===== src/rtl/adder_share_ctrl_pkg.sv =====
// Shared types and constants for the time-shared slice adder.
// State encoding, slice width and the round-robin pick helper.
package adder_share_ctrl_pkg;

    localparam int SLICE_W = 8;

    typedef enum logic [1:0] {
        IDLE = 2'd0,
        RUN  = 2'd1,
        DONE = 2'd2
    } state_e;

    // Pick the requester id: the preferred one when both ask,
    // otherwise whichever is asking.
    function automatic logic rr_pick(input logic [1:0] v, input logic pri);
        logic id;
        id = v[1];
        if (v[0] && v[1]) begin
            id = pri;
        end
        return id;
    endfunction

endpackage


===== src/rtl/adder_share_ctrl_if.sv =====
// Request/response bundle between the two requesters,
// the result consumer and the shared adder controller.
interface adder_share_ctrl_if #(
    parameter int WIDTH = 64
);
    logic [1:0]       req_valid;
    logic [1:0]       req_ready;
    logic [WIDTH-1:0] req0_a;
    logic [WIDTH-1:0] req0_b;
    logic [WIDTH-1:0] req1_a;
    logic [WIDTH-1:0] req1_b;
    logic [1:0]       req_cin;
    logic             rsp_valid;
    logic             rsp_ready;
    logic             rsp_id;
    logic [WIDTH-1:0] rsp_sum;
    logic             rsp_cout;

    modport master (
        output req_valid, req0_a, req0_b, req1_a, req1_b, req_cin,
        output rsp_ready,
        input  req_ready, rsp_valid, rsp_id, rsp_sum, rsp_cout
    );

    modport slave (
        input  req_valid, req0_a, req0_b, req1_a, req1_b, req_cin,
        input  rsp_ready,
        output req_ready, rsp_valid, rsp_id, rsp_sum, rsp_cout
    );
endinterface


===== src/rtl/adder_share_ctrl_adder8.sv =====
// Single 8-bit ripple adder slice: the only arithmetic
// resource, reused once per slice of every operation.
module adder_share_ctrl_adder8
    import adder_share_ctrl_pkg::*;
(
    input  logic [SLICE_W-1:0] a_i,
    input  logic [SLICE_W-1:0] b_i,
    input  logic               ci_i,
    output logic [SLICE_W-1:0] s_o,
    output logic               co_o
);

    assign {co_o, s_o} = {1'b0, a_i} + {1'b0, b_i}
                       + {{SLICE_W{1'b0}}, ci_i};

endmodule


===== src/rtl/adder_share_ctrl.sv =====
// Two-requester adder that time-shares one 8-bit slice adder,
// LSB slice first, with round-robin grant and held response.
module adder_share_ctrl
    import adder_share_ctrl_pkg::*;
#(
    parameter int WIDTH  = 64,
    parameter int SLICES = WIDTH / SLICE_W
) (
    input logic               clk,
    input logic               rst_n,
    adder_share_ctrl_if.slave bus
);

    localparam int CW = (SLICES > 1) ? $clog2(SLICES) : 1;
    localparam logic [CW-1:0] LAST = CW'(SLICES - 1);

    state_e           state_q, state_d;
    logic [CW-1:0]    cnt_q, cnt_d;
    logic             carry_q, carry_d;
    logic             pri_q, pri_d;
    logic             id_q, id_d;
    logic             cout_q, cout_d;
    logic [WIDTH-1:0] a_q, a_d;
    logic [WIDTH-1:0] b_q, b_d;
    logic [WIDTH-1:0] sum_q, sum_d;

    logic             gnt_id;
    logic [1:0]       ready;
    logic             accept;
    int               sel;
    logic [SLICE_W-1:0] sl_a, sl_b, sl_s;
    logic             sl_co;

    assign gnt_id = rr_pick(bus.req_valid, pri_q);
    assign ready  = (state_q == IDLE && rst_n && |bus.req_valid)
                  ? (gnt_id ? 2'b10 : 2'b01) : 2'b00;
    assign accept = |(bus.req_valid & ready);

    assign sel  = SLICE_W * int'(cnt_q);
    assign sl_a = a_q[sel +: SLICE_W];
    assign sl_b = b_q[sel +: SLICE_W];

    adder_share_ctrl_adder8 u_adder8 (
        .a_i  (sl_a),
        .b_i  (sl_b),
        .ci_i (carry_q),
        .s_o  (sl_s),
        .co_o (sl_co)
    );

    assign bus.req_ready = ready;
    assign bus.rsp_valid = (state_q == DONE);
    assign bus.rsp_id    = id_q;
    assign bus.rsp_sum   = sum_q;
    assign bus.rsp_cout  = cout_q;

    // Control state: FSM, slice counter, carry and rr pointer.
    always_ff @(posedge clk) begin
        if (!rst_n) begin
            state_q <= IDLE;
            cnt_q   <= '0;
            carry_q <= 1'b0;
            pri_q   <= 1'b0;
        end else begin
            state_q <= state_d;
            cnt_q   <= cnt_d;
            carry_q <= carry_d;
            pri_q   <= pri_d;
        end
    end

    // Datapath: latched operands and the response registers.
    always_ff @(posedge clk) begin
        if (!rst_n) begin
            id_q   <= 1'b0;
            cout_q <= 1'b0;
            a_q    <= '0;
            b_q    <= '0;
            sum_q  <= '0;
        end else begin
            id_q   <= id_d;
            cout_q <= cout_d;
            a_q    <= a_d;
            b_q    <= b_d;
            sum_q  <= sum_d;
        end
    end

    // Next state: accept in IDLE, one slice per RUN cycle, hold in DONE.
    always_comb begin
        state_d = state_q;
        cnt_d   = cnt_q;
        carry_d = carry_q;
        pri_d   = pri_q;
        id_d    = id_q;
        cout_d  = cout_q;
        a_d     = a_q;
        b_d     = b_q;
        sum_d   = sum_q;
        unique case (state_q)
            IDLE: begin
                if (accept) begin
                    a_d     = gnt_id ? bus.req1_a : bus.req0_a;
                    b_d     = gnt_id ? bus.req1_b : bus.req0_b;
                    carry_d = bus.req_cin[gnt_id];
                    id_d    = gnt_id;
                    pri_d   = ~gnt_id;
                    cnt_d   = '0;
                    state_d = RUN;
                end
            end
            RUN: begin
                sum_d[sel +: SLICE_W] = sl_s;
                carry_d = sl_co;
                if (cnt_q == LAST) begin
                    cout_d  = sl_co;
                    state_d = DONE;
                end else begin
                    cnt_d = cnt_q + 1'b1;
                end
            end
            DONE: begin
                if (bus.rsp_ready) begin
                    state_d = IDLE;
                end
            end
            default: state_d = IDLE;
        endcase
    end

endmodule


===== src/flat_wrapper.sv =====
// flat-port wrapper written by rule: the top's interface ports become plain ports
module adder_share_ctrl_flat import adder_share_ctrl_pkg::*;
#(
    parameter int WIDTH  = 64,
    parameter int SLICES = WIDTH / SLICE_W
)
  (clk, rst_n, bus_req_valid, bus_req0_a, bus_req0_b, bus_req1_a, bus_req1_b, bus_req_cin, bus_rsp_ready, bus_req_ready, bus_rsp_valid, bus_rsp_id, bus_rsp_sum, bus_rsp_cout);
  adder_share_ctrl_if #(.WIDTH(WIDTH)) bus_i ();
  input logic clk;
  input logic rst_n;
  input wire logic [$bits(bus_i.req_valid)-1:0] bus_req_valid;
  input wire logic [$bits(bus_i.req0_a)-1:0] bus_req0_a;
  input wire logic [$bits(bus_i.req0_b)-1:0] bus_req0_b;
  input wire logic [$bits(bus_i.req1_a)-1:0] bus_req1_a;
  input wire logic [$bits(bus_i.req1_b)-1:0] bus_req1_b;
  input wire logic [$bits(bus_i.req_cin)-1:0] bus_req_cin;
  input wire logic [$bits(bus_i.rsp_ready)-1:0] bus_rsp_ready;
  output wire logic [$bits(bus_i.req_ready)-1:0] bus_req_ready;
  output wire logic [$bits(bus_i.rsp_valid)-1:0] bus_rsp_valid;
  output wire logic [$bits(bus_i.rsp_id)-1:0] bus_rsp_id;
  output wire logic [$bits(bus_i.rsp_sum)-1:0] bus_rsp_sum;
  output wire logic [$bits(bus_i.rsp_cout)-1:0] bus_rsp_cout;
  assign bus_i.req_valid = bus_req_valid;
  assign bus_i.req0_a = bus_req0_a;
  assign bus_i.req0_b = bus_req0_b;
  assign bus_i.req1_a = bus_req1_a;
  assign bus_i.req1_b = bus_req1_b;
  assign bus_i.req_cin = bus_req_cin;
  assign bus_i.rsp_ready = bus_rsp_ready;
  assign bus_req_ready = bus_i.req_ready;
  assign bus_rsp_valid = bus_i.rsp_valid;
  assign bus_rsp_id = bus_i.rsp_id;
  assign bus_rsp_sum = bus_i.rsp_sum;
  assign bus_rsp_cout = bus_i.rsp_cout;
  adder_share_ctrl #(.WIDTH(WIDTH), .SLICES(SLICES)) u_core (.clk(clk), .rst_n(rst_n), .bus(bus_i));
endmodule

===== config.mk =====
export PLATFORM = sky130hd
export DESIGN_NAME = adder_share_ctrl_flat
export DESIGN_NICKNAME = d
export VERILOG_FILES = /design/src/rtl/adder_share_ctrl_pkg.sv /design/src/rtl/adder_share_ctrl_if.sv /design/src/rtl/adder_share_ctrl_adder8.sv /design/src/rtl/adder_share_ctrl.sv /design/src/flat_wrapper.sv
export SDC_FILE = /design/constraint.sdc
export NUM_CORES = 1
export LEC_CHECK = 0
export ABC_AREA = 1
export CAP_MARGIN = 30
export CORE_MARGIN = 5
export CORE_UTILIZATION = 46
export CTS_CLUSTER_DIAMETER = 100
export DETAILED_ROUTE_END_ITERATION = 7
export GPL_TIMING_DRIVEN = 0
export PLACE_DENSITY = 0.77
export SLEW_MARGIN = 20
export SYNTH_ARGS = -nofsm -noshare
export SYNTH_HDL_FRONTEND = slang
export SYNTH_SLANG_ARGS = --single-unit
export TNS_END_PERCENT = 5

===== constraint.sdc =====
create_clock -name clk -period 3.7 [get_ports clk]
set_input_delay 0.555 -clock clk [delete_from_list [all_inputs] [get_ports clk]]
set_output_delay 0.555 -clock clk [all_outputs]
set_load 0.05 [all_outputs]

==> After elaboration in Yosys (flattened, before gate mapping) <==
Cells that the tools add are included.
{ "classes": {"add_sub_neg": 4, "n_lt_le_gt_ge": 1, "eq_ne": 7, "n_shift": 4, "mux": 17, "bitwise": 2, "n_reduce_logical": 12} }
{ "ops": {"columns": ["operator", "n"], "rows": [
  ["two-way mux 64 bit", 2],
  ["indexed part select 64 x 7 -> 8 bit", 2],
  ["bitwise mux 64 bit", 1],
  ["variable shift 8 x 33 -> 64 bit (first input constant)", 1],
  ["indexed part select 8 x 33 -> 64 bit", 1],
  ["negation 6 -> 33 bit", 1],
  ["two-way mux 2 bit", 5],
  ["adder 8 x 8 -> 9 bit", 1],
  ["adder 9 x 1 -> 9 bit", 1],
  ["two-way mux 3 bit", 2],
  ["one-hot mux 2 bit (3 select lines)", 1],
  ["one-hot mux 3 bit (2 select lines)", 1],
  ["AND reduction 2 bit", 3],
  ["AND reduction 3 bit", 2],
  ["two-way mux 1 bit", 4],
  ["inequality test 2 x 1 -> 1 bit (second input constant)", 2],
  ["inequality test 2 bit (second input constant)", 2],
  ["OR reduction 2 bit", 2],
  ["adder 3 x 1 -> 3 bit (second input constant)", 1],
  ["equality test 3 bit (second input constant)", 1],
  ["logical AND 1 bit", 3],
  ["bitwise AND 2 bit", 1],
  ["equality test 2 x 1 -> 1 bit (second input constant)", 1],
  ["equality test 2 bit (second input constant)", 1],
  ["5 further kinds", 5]
]} }
{ "totals": {"reg_bits": 201, "input_bits": 263, "out_inout_bits": 69, "word_cells": 56} }

==> Longest topological paths before layout <==
Gate-level depths: netlist (run 1).
{ "depth": {"depth_word": 8, "ltp_mapped": 20, "ltp_nobuf": 17} }

==> Modules after synthesis <==
Synthesis (run 1) repeated with hierarchy kept, for this count alone.
{ "hier_totals": {"hier_cells": 1850, "area_unflattened_um2": 11312.1} }
{ "by_module_without_submodules": {"columns": ["module", "instances", "cells_per_inst", "area_per_inst_um2", "seq_area_each_um2"], "rows": [
  ["adder_share_ctrl", 1, 1791, 10928.0, 4023.9],
  ["adder_share_ctrl_adder8", 1, 59, 384.1, 0.0]
]} }

==> Worst setup path after synthesis (run 1) <==
No wires, ideal clock.
{ "synth_timing": {"kind": "reg2reg", "from": "reg u_core.cnt_q[0]", "to": "reg u_core.sum_q[12], in the netlist u_core.bus.rsp_sum[12]", "setup_time_ns": 0.070, "arrival_time_ns": 2.838, "required_time_ns": 3.630, "slack_ns": 0.792, "path_stages_with_launch": 20, "n_path_buf": 3, "synth_period_minus_slack_ns": 2.908, "path_cell_list": "dfxtp_1 -> buf_2 -> inv_1 -> buf_2 -> buf_2 -> a21oi_1 -> o21ai_0 -> nand2_1 -> nor2_1 -> a31oi_1 -> fa_1 -> inv_1 -> fa_1 -> inv_1 -> nand2_1 -> nand2_1 -> and2_1 -> xor2_1 -> nand4_1 -> a21oi_1"} }
{ "synth_via": {"elab_chain_len": 5, "elab_cells_between_ends": 8, "cone_classes": "3 x add/sub; 4 x shift; 1 x mux"} }
{ "synth_lines": {"columns": ["element", "line", "rtl"], "rows": [
  ["start, declared", "adder_share_ctrl.sv:18", "logic [CW-1:0] cnt_q, cnt_d;"],
  ["start signal, assigned", "adder_share_ctrl.sv:66", "cnt_q <= cnt_d;"],
  ["indexed part select 64 x 7 -> 8 bit, on equally long branches", "adder_share_ctrl.sv:40, adder_share_ctrl.sv:41", null],
  ["adder 8 x 8 -> 9 bit", "adder_share_ctrl_adder8.sv:13", "assign {co_o, s_o} = {1'b0, a_i} + {1'b0, b_i}"],
  ["adder 9 x 1 -> 9 bit", "adder_share_ctrl_adder8.sv:14", "+ {{SLICE_W{1'b0}}, ci_i};"],
  ["indexed part select 8 x 33 -> 64 bit", "adder_share_ctrl.sv:113", "sum_d[sel +: SLICE_W] = sl_s;"],
  ["bitwise mux 64 bit *", "adder_share_ctrl.sv:113", null],
  ["end signal, assigned", "adder_share_ctrl.sv:85", "sum_q <= sum_d;"],
  ["end, declared", "adder_share_ctrl.sv:25", "logic [WIDTH-1:0] sum_q, sum_d;"]
]} }
Every way passes the cells marked *; elsewhere a longest branch is shown, timed or not.
A chain may end at the register's enable or synchronous reset.

==> Final worst setup path (run 1) <==
{ "layout_timing": {"from": "in rst_n", "to": "out bus_req_ready[1]"} }
{ "layout_via": {"elab_chain_len": 3} }
{ "layout_lines": {"columns": ["element", "line", "rtl"], "rows": [
  ["start, declared", "flat_wrapper.sv:10", "input logic rst_n;"],
  ["logical AND 1 bit (2 in a row)", "adder_share_ctrl.sv:35", "assign ready = (state_q == IDLE && rst_n && |bus.req_valid)"],
  ["two-way mux 2 bit", "adder_share_ctrl.sv:36", "? (gnt_id ? 2'b10 : 2'b01) : 2'b00;"],
  ["end, declared", "flat_wrapper.sv:18", "output wire logic [$bits(bus_i.req_ready)-1:0] bus_req_ready;"]
]} }
Every way passes these cells.

==> metrics, run 1 <==
most used flip-flop cell after synthesis dfxtp_1; worst skew pair latency 0.51 ns; CP Data Required Time 3.14 ns; share of the synthesized area in the top cell type 0.423; Synth Cell Area 9520 um2; Clock Skew 0.0171 ns; core area 20300 um2; final worst-path cycle share 0.976; vias in the first global route 10.5k; Seq cells post-synth 201; Synth cell types 33; HP Class flop to flop; clock sinks about 200; Residual DRC 0; Worst Path Arrival roughly 3.1 ns; Initial Util 0.469; CTS Buf Count 22; most common cell after layout, fill and taps aside clkdlybuf4s50_1; ys async rst share 0; slew of the pin with the lowest slew margin ~0.74 ns; pin count of the biggest net entering global routing 14; Tot GR Track Use 0.318; Synthesis Warnings 0; Worst-path clk slew ~0.06 ns; Slew HR 0.505; crit path capture bus_req_ready[1]; synthesized area per cell ~7 um2; CTS H-tree depth 1; Detailed Routing Iterations Pass 1 5; nets@finish 2021; initial antenna violation count 3; Setup Crit Path Kind input port to output pin; pwr dens 443 nW/um2; post-CTS setup repair buffer count 0; drt wl/cell roughly 20 um; CP endpoint kind output pin; Max Cap Violations 0; layout cells sized above 1 0.0580; VDD IR max 0.351 mV; CTS tree built; part of the Yosys area used for sequential elements 0.423; detailed placement HPWL 31.6 mm; first-pass GRT wire length ~60 mm; io pins around 330; Tmin final 3.61 ns; full die area 23700 um2; CP startpoint kind input port; final max-slew violation count 0; Leak around 5.3 nW; port bufs 331; Worst R2R Path Depth 17; final non-filler cell area 14000 um2; number of synthesized flops with an enable pin 0; via count ~11k; RSZ-0062 raised after global routing true; status completed; Area after DPL 13200 um2; die height 154 um; # setup viols final 0; Critical path origin rst_n; hold buffers post-CTS 0; P&R area growth vs syn 46.6%; gr ovfl total 0; drt initial violations ~1.1k; Rows 52; r2r setup slk 0.19 ns; Synth Net Count roughly 1.7k; maximum clock path buffer count 3; Die Wd 154 um; Hold Vio Cnt, Final 0; fmax between 200 and 300 MHz; gpl congestion 1.00; Pwr Total roughly 0.006 W; Vias/cell 5.54; Synth area leader dfxtp_1; commonest non-fill, non-tap cells in the layout clkdlybuf4s50_1 (329), nand2_1 (326), dfxtp_1 (201), o21ai_0 (179), a21oi_1 (171); r2r startpoint u_core.cnt_q[0]$_SDFFE_PN0P_; routed wire length 39.8 mm; CP Max Fanout 10; Cells after Synth roughly 1.4k; Root Driver clkbuf_16; Core Util, Final 0.688; R2R Path End u_core.bus.rsp_sum[52]$_SDFFE_PN0P_; Synth area leaders dfxtp_1 (42%), nand2_1 (13%), o21ai_0 (9.4%); Routed Antenna Nets 0
[layer usage]
| layer | vias up | share of wire | global-route usage |
|---|---|---|---|
| met4 | 0 | 0.025 | 0.0807 |
| li1 | 5355 | - | - |
| met5 | - | 0 | 0 |
| met2 | 639 | 0.44 | 0.505 |
| met3 | 71 | 0.11 | 0.0700 |
| met1 | 5186 | 0.42 | 0.442 |
[metrics by stage]
stage	TNS, ns	setup WS, ns	std cells	hold WS, ns
6_report	0	0.0884	2031	0.472
5_1_grt	-0.0315	-0.0238	2031	0.509
4_1_cts	0	0.0255	2028	0.474
3_5_place_dp	-0.939	-0.273	1988	0.464
3_3_place_gp	-0.511	-0.278	1988	0.457
2_1_floorplan	0	0.792	1387	0.445
[sequential cells by signal, summed over array words and instances (netlist names)]
name,count
u_core.a_q,64
u_core.b_q,64
u_core.bus.rsp_sum,64
u_core.cnt_q,3
u_core.state_q,2
u_core.bus.rsp_cout,1
u_core.bus.rsp_id,1
u_core.carry_q,1
u_core.pri_q,1
[power by group]
part	internal (W)	switching, W	total [W]
combinational	0.000629	0.000960	0.00159
clock	0.00131	0.000904	0.00222
sequential	0.00229	0.0000877	0.00238
[cell type report]
cell class,instances,area (um2)
Fill cell,1854,6340
Multi-Input combinational cell,979,4690
Sequential cell,201,4020
Timing Repair Buffer,331,3310
Clock buffer,33,663
Buffer,105,468
Inverter,102,383
Tap cell,270,338
Clock inverter,7,68.8
Antenna cell,3,7.51
[timing repair]
action	CTS	global route
endpoints found under the setup margin	7	26
pin swaps	0	0
resized for setup	3	17
endpoints found under the hold margin	0	0
[cell families (layout without fill, tap and decap cells)]
kind of cell | count (synthesis) | after routing | share of synthesized area
AND/OR/NAND/NOR | 502 | 502 | 0.210
AO/OA/AOI/OAI | 458 | 458 | 0.254
buffers and inverters | 207 | 578 | 0.0882
flip-flops | 201 | 201 | 0.423
adder cells (fa/ha/maj) | 16 | 16 | 0.0226
XOR/XNOR | 3 | 3 | 0.00276
other | 0 | 3 | 0
[worst min path at each step]
stage,startpoint,end,depth (start not counted)
floorplan,u_core.pri_q$_SDFFE_PN0P_,u_core.pri_q$_SDFFE_PN0P_,2
global route,u_core.pri_q$_SDFFE_PN0P_,u_core.pri_q$_SDFFE_PN0P_,2
CTS,u_core.pri_q$_SDFFE_PN0P_,u_core.pri_q$_SDFFE_PN0P_,2
detailed placement,u_core.pri_q$_SDFFE_PN0P_,u_core.pri_q$_SDFFE_PN0P_,2
global placement,u_core.pri_q$_SDFFE_PN0P_,u_core.pri_q$_SDFFE_PN0P_,2
finish,u_core.pri_q$_SDFFE_PN0P_,u_core.pri_q$_SDFFE_PN0P_,2
[cell usage after synthesis, types with 2 or more instances]
cell,n
nand2_1,326
dfxtp_1,201
o21ai_0,179
a21oi_1,172
nor2_1,125
inv_1,98
a31oi_1,85
clkbuf_1,53
buf_2,41
nand3_1,20
nand4_1,16
o21ai_1,15
ha_1,14
buf_1,8
nor2_2,4
a211oi_1,3
buf_4,3
inv_2,3
nor3_1,3
nor4_1,3
fa_1,2
xor2_1,2
[worst max-delay path, stage by stage]
cell,delay [ns]
clkdlybuf4s50_1,0.57
nand3_2,0.12
nor2_2,0.44
buf_2,0.42
buf_2,0.36
dlygate4sd2_1,0.58
Note: power is estimated with default switching activity, not from simulation.
==> run 2: changes to the inputs <==
CTS_CLUSTER_DIAMETER = unset   (was 100)
==> results of run 2 <==
Same layout as run 1: the final DEF is identical, and so are final timing and power.
==> run 3: changes to the inputs <==
PLACE_DENSITY = 0.78   (was 0.77)
==> run 3 against run 2 <==
Compared with the run above: maximum frequency grew 1.4%; final area barely moved; routed wire length grew 1.7%; power decreased by 0.49%; utilization barely moved; highest routed layer unchanged; worst setup slack improved by 0.049 ns; first-iteration DRC count increased by 9.0%; combinational power about the same; clock power fell by 2%.
==> metrics, run 3 (synthesis gave the netlist of run 1 again) <==
Multi-input gate area 4700 um2 (+0.21%); routed wire length 40.5 mm (+1.7%); HP Class flop to flop; Vias/cell 5.48 (-1.1%); Setup Crit Path Kind flop to flop; final max-slew violation count 0 (unchanged); Hold Vio Cnt, Final 0 (unchanged); Die Wd 154 um (unchanged); final worst-path cycle share 0.963 (-0.0133); Worst Path Arrival 4.01 ns (+0.95 ns); VDD IR max 0.260 mV (-26%); Routed Antenna Nets 0 (unchanged); crit path buf inv count 5 (+1); Max Cap Violations 0 (unchanged); core area 20300 um2 (unchanged); met3 usage 0.0722 (+0.00225); Residual DRC 0 (unchanged); r2r setup slk 0.14 ns (-0.05 ns); Setup WS post-layout 0.137 ns (+0.0491 ns); nets@finish 2021 (unchanged); pwr dens 441 nW/um2 (-0.42%); P&R area growth vs syn 46.5% (about the same); post-CTS setup repair buffer count 0 (unchanged); worst-case hold slack 0.478 ns (+0.00660 ns); Worst R2R Path Depth 16 (-1); CP Max Fanout 10 (unchanged); die height 154 um (unchanged); CP Data Required Time 4.15 ns (+1.01 ns); maximum clock path buffer count 3 (unchanged); Worst-path clk slew 0.06 ns (about the same); crit path cell chain clkbuf_4 > buf_2 > clkbuf_2 > a21oi_1 > o21ai_0 > a31oi_2 > fa_2 > inv_1 > fa_1 > inv_1 > nand2_1 > nand2_1 > and2_2 > xor2_4 > nand4_1 > a21oi_1; met2 GRT Util 0.518 (+0.0130); status completed; first-pass GRT wire length 60.8 mm (+1.6%); register area 4030 um2 (about the same); clock sinks 201 (unchanged); Detailed Routing Iterations Pass 1 6 (+1); CP startpoint kind flop; most common cell after layout, fill and taps aside clkdlybuf4s50_1; RSZ-0062 raised after global routing true; io pins 332 (unchanged); Leak 5.33 nW (-0.13%); initial antenna violation count 1 (-2); via count 11.1k (-1.3%); fmax 281 MHz (+1.4%); slew of the pin with the lowest slew margin 0.684 ns (-0.0590 ns); Root Driver clkbuf_16; gr ovfl total 0 (unchanged); Tot GR Track Use 0.325 (+0.00661); pin count of the biggest net entering global routing 14 (unchanged); met1 GRT Util 0.451 (+0.00904); Tmin final 3.56 ns (-0.0491 ns); worst hold path depth 2 (unchanged); Clock Skew 0.0184 ns (+0.00129 ns); full die area 23700 um2 (unchanged); CP endpoint kind flop; port bufs 331 (unchanged); slowest CP cell fa_1; delay-heaviest family, CP compound AO/OA/AOI/OAI gates; hold path endpoint u_core.pri_q$_SDFFE_PN0P_; fillers 1814 (-2.2%); min-delay src u_core.pri_q$_SDFFE_PN0P_; r2r startpoint u_core.cnt_q[0]$_SDFFE_PN0P_; R2R Path End u_core.bus.rsp_sum[20]$_SDFFE_PN0P_; worst skew pair latency 0.52 ns (about the same); detailed placement HPWL 32.2 mm (+1.7%); # setup viols final 0 (unchanged); drt wl/cell 19.9 um (+1.8%); Rows 52 (unchanged); vias in the first global route 10.5k (-0.18%); Crit path largest cell delay 0.40 ns (-0.18 ns); commonest non-fill, non-tap cells in the layout clkdlybuf4s50_1 (329), nand2_1 (326), dfxtp_1 (200), o21ai_0 (179), a21oi_1 (169); gpl congestion 0.959 (-4.4%); drt initial violations 1153 (+9.0%); CTS Buf Count 22 (unchanged); pre-CTS WS -0.204 ns (+0.0682 ns); busiest grt layer met2; Initial Util 0.469 (unchanged); layout cells sized above 1 0.0603 (+0.00231); CTS tree built; Slew HR 0.544 (+0.0393); CTS H-tree depth 1 (unchanged)
run 3: layer usage:
metal / vias to the layer above / share of wire
met2: 577 / 0.44
met3: 65 / 0.10
met4: 0 / 0.022
met1: 5121 / 0.43
met5: - / 0
li1: 5343 / -
run 3: cell type report:
class / instances / share of cell area
multi-input cells: 979 / 0.337
flip-flops and latches: 201 / 0.289
repair buffers: 331 / 0.238
clock buffers: 33 / 0.0468
plain buffers: 105 / 0.0337
inverters: 102 / 0.0275
well taps: 270 / 0.0242
clock inverters: 6 / 0.00431
diodes: 1 / 0.000179
run 3: how the worst max path moves through the flow:
stage                                 start                                   to  slack [ns]  depth (start not counted)
3_5_place_dp                          rst_n                     bus_req_ready[1]       -0.20                          6
3_3_place_gp                          rst_n                     bus_req_ready[1]       -0.21                          6
6_report       u_core.cnt_q[0]$_SDFFE_PN0P_  u_core.bus.rsp_sum[20]$_SDFFE_PN0P_        0.14                         16
2_1_floorplan  u_core.cnt_q[0]$_SDFFE_PN0P_  u_core.bus.rsp_sum[12]$_SDFFE_PN0P_        0.79                         19
4_1_cts        u_core.cnt_q[0]$_SDFFE_PN0P_  u_core.bus.rsp_sum[54]$_SDFFE_PN0P_        0.03                         17
5_1_grt        u_core.cnt_q[0]$_SDFFE_PN0P_  u_core.bus.rsp_sum[20]$_SDFFE_PN0P_       -0.07                         16
run 3: per-stage QoR:
stage	utilization	total power, W	instance area (um2)	instances	TNS, ns
5_1_grt	0.687	0.00640	13900	2028	-0.140
4_1_cts	0.685	0.00609	13900	2027	0
6_report	0.687	0.00615	13900	2028	0
3_5_place_dp	0.649	0.00394	13200	1988	-0.881
3_3_place_gp	0.649	0.00393	13200	1988	-0.596
2_1_floorplan	-	0.00324	9520	1387	0
run 3: worst register-to-register path, cell delays in order (launching register included):
cell      delay (ns)
dfxtp_2         0.34
clkbuf_4        0.17
buf_2           0.19
clkbuf_2        0.23
a21oi_1         0.31
o21ai_0         0.17
a31oi_2         0.30
fa_2            0.26
inv_1           0.05
fa_1            0.40
inv_1           0.09
nand2_1         0.05
nand2_1         0.05
and2_2          0.19
xor2_4          0.26
nand4_1         0.24
a21oi_1         0.20
run 3: timing repair:
item / CTS / global route
hold buffers: 0 / 0
pin swaps: 0 / 2
endpoints found under the setup margin: 7 / 30
resized for setup: 3 / 25
run 3: report_power, final:
part | internal [W] | switching (W) | total, W | leakage [nW]
Clock | 0.00129 | 0.000895 | 0.00218 | 0.345
Combinational | 0.000630 | 0.000963 | 0.00159 | 3.34
Sequential | 0.00229 | 0.0000865 | 0.00238 | 1.64
